$ cat src/rtl/alu_parity_pipe.sv
// alu_parity_pipe: three-stage encode / ALU / parity pipeline
// with valid/ready flow control and bubble collapsing.
module alu_parity_pipe #(
    parameter int WIDTH = 4
) (
    input  logic             clk,
    input  logic             rst,
    input  logic             in_valid,
    output logic             in_ready,
    input  logic [7:0]       func_code,
    input  logic [WIDTH-1:0] a,
    input  logic [WIDTH-1:0] b,
    output logic             out_valid,
    input  logic             out_ready,
    output logic [2:0]       op_code,
    output logic [WIDTH-1:0] result,
    output logic             carry,
    output logic             parity,
    output logic             err
);

    logic             v1, v2, v3;
    logic             rdy1, rdy2, rdy3;

    logic [2:0]       op1, op2, op3;
    logic             err1, err2, err3;
    logic [WIDTH-1:0] a1, b1;
    logic [WIDTH-1:0] res2, res3;
    logic             cy2, cy3;
    logic             par3;

    logic [2:0]       enc_op;
    logic             enc_err;
    logic [WIDTH:0]   sum;
    logic [WIDTH-1:0] diff;
    logic [WIDTH-1:0] alu_res;
    logic             alu_cy;

    // A stage can take new data when empty or when it drains this cycle
    always_comb begin
        rdy3 = !v3 || out_ready;
        rdy2 = !v2 || rdy3;
        rdy1 = !v1 || rdy2;
    end

    assign in_ready = rdy1;

    // One-hot to binary encode; anything not exactly one-hot is an error
    always_comb begin
        enc_op[0] = func_code[1] | func_code[3] | func_code[5] | func_code[7];
        enc_op[1] = func_code[2] | func_code[3] | func_code[6] | func_code[7];
        enc_op[2] = func_code[4] | func_code[5] | func_code[6] | func_code[7];
        enc_err   = (func_code == 8'd0) ||
                    ((func_code & (func_code - 8'd1)) != 8'd0);
    end

    // ALU on stage-1 operands; error ops yield zero result and carry
    always_comb begin
        sum     = {1'b0, a1} + {1'b0, b1};
        diff    = a1 - b1;
        alu_res = '0;
        alu_cy  = 1'b0;
        case (op1)
            3'd0: begin alu_res = sum[WIDTH-1:0]; alu_cy = sum[WIDTH]; end
            3'd1: begin alu_res = diff; alu_cy = (a1 < b1); end
            3'd2: alu_res = a1 ^ b1;
            3'd3: alu_res = a1 | b1;
            3'd4: alu_res = a1 & b1;
            3'd5: alu_res = ~(a1 | b1);
            3'd6: alu_res = ~(a1 & b1);
            3'd7: alu_res = ~(a1 ^ b1);
            default: alu_res = '0;
        endcase
        if (err1) begin
            alu_res = '0;
            alu_cy  = 1'b0;
        end
    end

    // Stage 1: capture encoded op and operands
    always_ff @(posedge clk) begin
        if (rst) begin
            v1   <= 1'b0;
            op1  <= '0;
            err1 <= 1'b0;
            a1   <= '0;
            b1   <= '0;
        end else if (rdy1) begin
            v1 <= in_valid;
            if (in_valid) begin
                op1  <= enc_op;
                err1 <= enc_err;
                a1   <= a;
                b1   <= b;
            end
        end
    end

    // Stage 2: capture ALU result
    always_ff @(posedge clk) begin
        if (rst) begin
            v2   <= 1'b0;
            op2  <= '0;
            err2 <= 1'b0;
            res2 <= '0;
            cy2  <= 1'b0;
        end else if (rdy2) begin
            v2 <= v1;
            if (v1) begin
                op2  <= op1;
                err2 <= err1;
                res2 <= alu_res;
                cy2  <= alu_cy;
            end
        end
    end

    // Stage 3: capture result with its even-parity bit
    always_ff @(posedge clk) begin
        if (rst) begin
            v3   <= 1'b0;
            op3  <= '0;
            err3 <= 1'b0;
            res3 <= '0;
            cy3  <= 1'b0;
            par3 <= 1'b0;
        end else if (rdy3) begin
            v3 <= v2;
            if (v2) begin
                op3  <= op2;
                err3 <= err2;
                res3 <= res2;
                cy3  <= cy2;
                par3 <= ^res2;
            end
        end
    end

    assign out_valid = v3;
    assign op_code   = op3;
    assign result    = res3;
    assign carry     = cy3;
    assign parity    = par3;
    assign err       = err3;

endmodule
$ cat config.mk
export PLATFORM = sky130hd
export DESIGN_NAME = alu_parity_pipe
export DESIGN_NICKNAME = d
export VERILOG_FILES = /design/src/rtl/alu_parity_pipe.sv
export SDC_FILE = /design/constraint.sdc
export NUM_CORES = 1
export LEC_CHECK = 0
export BUFFER_PORTS_ARGS = -buffer_cell sky130_fd_sc_hd__buf_2
export CAP_MARGIN = 20
export CORE_ASPECT_RATIO = 1.1
export CORE_MARGIN = 2
export CORE_UTILIZATION = 60
export DETAILED_ROUTE_END_ITERATION = 6
export HOLD_SLACK_MARGIN = 0.15
export PLACE_DENSITY = 0.84
export SETUP_SLACK_MARGIN = 0.02
export SYNTH_ARGS = -nofsm -noshare
export SYNTH_HDL_FRONTEND = slang
export SYNTH_SLANG_ARGS = --single-unit
$ cat constraint.sdc
create_clock -name clk -period 4.1 [get_ports clk]
set_clock_uncertainty 0.2 [all_clocks]
set_input_delay 0.205 -clock clk [delete_from_list [all_inputs] [get_ports clk]]
set_output_delay 0.205 -clock clk [all_outputs]
set_load 0.05 [all_outputs]
# Yosys cells after proc, flatten, opt, wreduce, memory -nomap -nowiden
# Cells that the tools add are included.
[op_classes] addsub=3 n_lt_le_gt_ge=1 eq_ne=7 mux=4 bitwise=16 n_reduce_logical=14
[ops] op="$pmux W4 S8" n=1
[ops] op="$eq A3 B3 Y1 const B" n=4
[ops] op="$not A4 Y4" n=3
[ops] op="$or A1 B1 Y1" n=9
[ops] op="$and A8 B8 Y8" n=1
[ops] op="$logic_not A8 Y1" n=1
[ops] op="$reduce_bool A8 Y1" n=1
[ops] op="$sub A8 B1 Y8 const B" n=1
[ops] op="$eq A3 B2 Y1 const B" n=2
[ops] op="$reduce_and A2 Y1" n=3
[ops] op="$add A4 B4 Y5" n=1
[ops] op="$and A4 B4 Y4" n=1
[ops] op="$logic_or A1 B1 Y1" n=4
[ops] op="$lt A4 B4 Y1" n=1
[ops] op="$mux W4" n=1
[ops] op="$or A4 B4 Y4" n=1
[ops] op="$reduce_xor A4 Y1" n=1
[ops] op="$sub A4 B4 Y4" n=1
[ops] op="$xor A4 B4 Y4" n=1
[ops] op="$eq A3 B1 Y1 const B" n=1
[ops] op="$logic_not A1 Y1" n=3
[ops] op="$logic_not A3 Y1" n=1
[ops] op="$pmux W1 S2" n=1
[ops] op="$mux W1" n=1
[word_totals] register_bits=34 input_bits=20

# Depth between registers and ports, before layout
[logic_depth] depth_word=5 ltp_mapped=8 ltp_nobuf=8

# Least setup slack after synthesis
# Ideal clock, no wire load.
[synth_timing] path_kind="register to register" startpoint="reg v3, in the netlist out_valid" endpoint="reg err1" t_arrival_ns=1.869 required_ns=3.809 path_slack_ns=1.941 stages_incl_launch_ff=6 path_cell_list="dfxtp_1 and3b_1 nand2_1 nand2_1 nor2_1 a311oi_1"
[synth_between] elab_chain_cells=5
[synth_lines] element="start: declaration" line="22" source="logic v1, v2, v3;"
[synth_lines] element="start signal: assignment" line="128" source="v3 <= v2;"
[synth_lines] element="$logic_not A1 Y1" line="41" source="rdy3 = !v3 || out_ready;"
[synth_lines] element="$logic_or A1 B1 Y1" line="41"
[synth_lines] element="$logic_or A1 B1 Y1" line="42" source="rdy2 = !v2 || rdy3;"
[synth_lines] element="$logic_or A1 B1 Y1" line="43" source="rdy1 = !v1 || rdy2;"
[synth_lines] element="net in_ready" line="9" source="output logic in_ready,"
[synth_lines] element="$reduce_and A2 Y1 (no source line)"
[synth_lines] element="end signal: assignment" line="92" source="err1 <= enc_err;"
[synth_lines] element="end: declaration" line="26" source="logic err1, err2, err3;"
# The timed path passes the listed nets, and every way through them passes these cells.
# A chain may end at the register's enable or synchronous reset.

# Final worst setup path
[layout_timing] startpoint="in out_ready" endpoint="reg b1[3]"
[layout_between] elab_chain_cells=4
[layout_lines] element="start: declaration" line="14" source="input logic out_ready,"
[layout_lines] element="$logic_or A1 B1 Y1" line="41"
[layout_lines] element="$logic_or A1 B1 Y1" line="42"
[layout_lines] element="$logic_or A1 B1 Y1" line="43"
[layout_lines] element="$reduce_and A2 Y1 (no source line)"
[layout_lines] element="end signal: assignment" line="87" source="b1 <= '0;"
[layout_lines] element="end signal: assignment" line="94" source="b1 <= b;"
[layout_lines] element="end: declaration" line="27" source="logic [WIDTH-1:0] a1, b1;"
# No other way between the ends.

==> flow_summary.yaml <==
run_status:
  status: "finished clean"
route:
  antenna_left: 0
  wl_met1_um: 2050
  wl_per_cell_um: 16.2
  vias_per_cell: 5.88
  first_pass_iters: 5
  drt_iter0_markers: 153
  dr_wl_met2_um: 2690
  route.met3.wl_um: 399
  routed_wl_um: 5390
  routed.top_layer: "met4"
  drc: 0
  num_vias: 1958
logic_synthesis:
  synth_simple_gate_area_share_pct: 17.6
  syn_inst: 232
  synth.top_cells.by_area: "dfxtp_1, mux2i_1, ha_1, a21oi_1, nand2_1"
  synthesis.nets: 266
  synth_compound_area_share_pct: 17.8
  synth_ff_type: "dfxtp_1"
  yosysSeqAreaShare_pct: 34.9
  synth_xor_area_share_pct: 3.14
  ys_types: 46
  synth_top_family_by_area: "compound AO/OA/AOI/OAI gates"
  synth_seq_cells: 34
  synth_area_um2: 1950
  yosys_warnings: 0
  synth_commonest_cells: "dfxtp_1, nand2_1, nor2_1"
  synth_mux_area_share_pct: 8.97
  synth_top_area_share_pct: 34.9
  synthAdderAreaFrac_pct: 10.3
  async_flop_share_pct: 0
  avgSynthCellArea_um2: 8.41
  synth-edff-count: 0
  yosysTopAreaCell: "dfxtp_1"
  yosysMostFrequentCell: "dfxtp_1"
finish:
  seqCellArea_um2: 681
  area_growth_syn_to_layout_pct: 29.9
  nets: 332
  multi_input_area_um2: 1130
  drive_above_1_share_pct: 15.7
  antenna_cells: 0
  fillers: 177
timing:
  clock.fmax_mhz: 334
  setup_tns_ns: 0
  tightest_slew_ns: 0.697
  fin_ws_ns: 1.10
  setup_viol: 0
  min_period_ns: 3.00
  final.period_utilization_pct: 73.1
  finalHoldViolCount: 0
  final_max_slew_viol_count: 0
  slew_headroom_pct: 53.4
  rsz0062_at_grt: "false"
  hold_ws_ns: 0.265
clock_network:
  cts_max_level: 2
  cts_setup_buffers: 0
  cts_num_sinks: 34
  clockBufferDepth: 2
  clkTransAtPathRegs_ns: 0.12
  cts-buffers-inserted: 5
  cts_root_buf: "clkbuf_4"
  cts_tree: "done"
  clk-insertion-delay-late_ns: 0.35
grt:
  grt_pass1_wl_um: 8920
  overflow: 0
  antenna_found_initial: 0
  grt_usage_pct: 31.5
  grt_max_degree: 32
  grt_pass1_vias: 1915
flow_run:
  maxCapViolCount: 0
pwr:
  ir_drop_mv: 0.351
  powerDensity_nw_per_um2: 308
  finalPower_uw: 782
  p_leak_nw: 1.16
place:
  place_hpwl_um: 2610
  port_buffers: 31
  dp_slack_ns: 2.08
  place.gp.congestion: 0.799
setup_path:
  crit_top_cell: "dlygate4sd3_1"
  r2r-start: "out_valid$_SDFFE_PP0P_"
  r2r-end: "b1[3]$_SDFFE_PP0P_"
  path_cells: "dlygate4sd3_1 > buf_2 > and3b_1 > a21oi_2 > nand2_1 > dlygate4sd3_1 > a21oi_1 > dlygate4sd3_1"
  reg2reg_slack_ns: 1.23
  cp_slowest_cell: "dlygate4sd3_1"
  worstPathArrival_ns: 3.10
  slowest_delay_ns: 0.59
  r2r_cells: 6
  crit_start: "out_ready"
  crit_type: "in -> reg"
  crit_required_ns: 4.20
  critPathLaunchType: "input port"
  crit_path_end: "b1[3]$_SDFFE_PP0P_"
  crit_path_end_kind: "register"
  cp_max_fo: 14
floorplanning:
  fp.dieH_um: 63.8
  chipWidth_um: 58.4
  core_area_um2: 3070
  fp-row-count: 21
  die_area_um2: 3730
  num_io_pins: 32
  initial_core_util_pct: 63.5
min_path:
  min_path_type: "in -> reg"
-- where the power goes --
group,leakage (nW),total (mW),internal [mW],switching (mW)
Sequential,0.278,0.366,0.344,0.0225
Clock,0.0374,0.252,0.128,0.124
Combinational,0.842,0.164,0.0811,0.0828
Total,1.16,0.782,0.552,0.230
-- cell type report --
type / count / share of cell area, %
clock buffers: 5 / 1.48
clock inverters: 3 / 1.78
inverters: 16 / 2.37
multi-input cells: 171 / 44.4
flip-flops and latches: 34 / 26.8
well taps: 34 / 1.68
repair buffers: 70 / 21.4
-- metrics by stage --
step           utilization [%]  cells  instance area [µm²]
4_1_cts                   82.3    332                 2530
6_report                  82.5    333                 2540
5_1_grt                   82.5    333                 2540
3_5_place_dp              67.2    286                 2070
2_1_floorplan                -    232                 1950
3_3_place_gp              67.2    286                 2070
-- worst min path at each step --
stage	start	endpoint	slack, ns	cells past startpoint
final	func_code[5]	err1$_SDFFE_PP0P_	0.26	6
after global routing	func_code[1]	err1$_SDFFE_PP0P_	0.29	4
after floorplan	a[0]	a1[0]$_SDFFE_PP0P_	0.14	2
after CTS	func_code[0]	err1$_SDFFE_PP0P_	0.17	4
after detailed placement	b[2]	b1[2]$_SDFFE_PP0P_	0.25	3
after global placement	op2[0]$_SDFFE_PP0P_	op2[0]$_SDFFE_PP0P_	0.24	2
-- critical path, delay by kind of cell --
family | cells | cell delay (ns)
AOI/OAI and AO/OA | 2 | 0.67
buffers and inverters | 4 | 1.82
and+or+nand+nor | 2 | 0.40
-- sequential cells by signal, indices dropped and copies added (netlist names), 3 cells and up --
register and count:
op2 3, a1 4, op_code 3, res2 4
op1 3, result 4, b1 4
-- kinds of logic after synthesis --
| logic type | count (synthesis) |
|---|---|
| compound gates | 56 |
| fa+ha+maj | 15 |
| mux | 17 |
| xor+xnor | 7 |
| buf+inv | 27 |
| flops | 34 |
| simple gates | 76 |
-- cells in the final DEF (no fill, tap or decap), types with 3 or more instances in the layout --
cell	count
clkbuf_4	5
a311oi_1	3
nor2_1	26
inv_1	15
mux2i_1	16
nand2_1	32
xnor2_1	5
nand3_1	4
o21ai_0	10
dfxtp_1	34
ha_1	12
dlygate4sd3_1	38
a22o_1	3
a21oi_1	24
buf_2	31
-- metal layers --
| metal | vias to the layer above | GRT usage [%] |
|---|---|---|
| met3 | 34 | 7.89 |
| met1 | 878 | 36.1 |
| li1 | 925 | - |
| met4 | 0 | 15.1 |
| met5 | - | 0 |
| met2 | 121 | 53.7 |
-- timing repair --
item | in CTS | in global routing
hold endpoints to repair | 29 | 0
gates resized for setup | 0 | 0
hold buffers | 38 | 0
(Power assumes the default switching activity.)
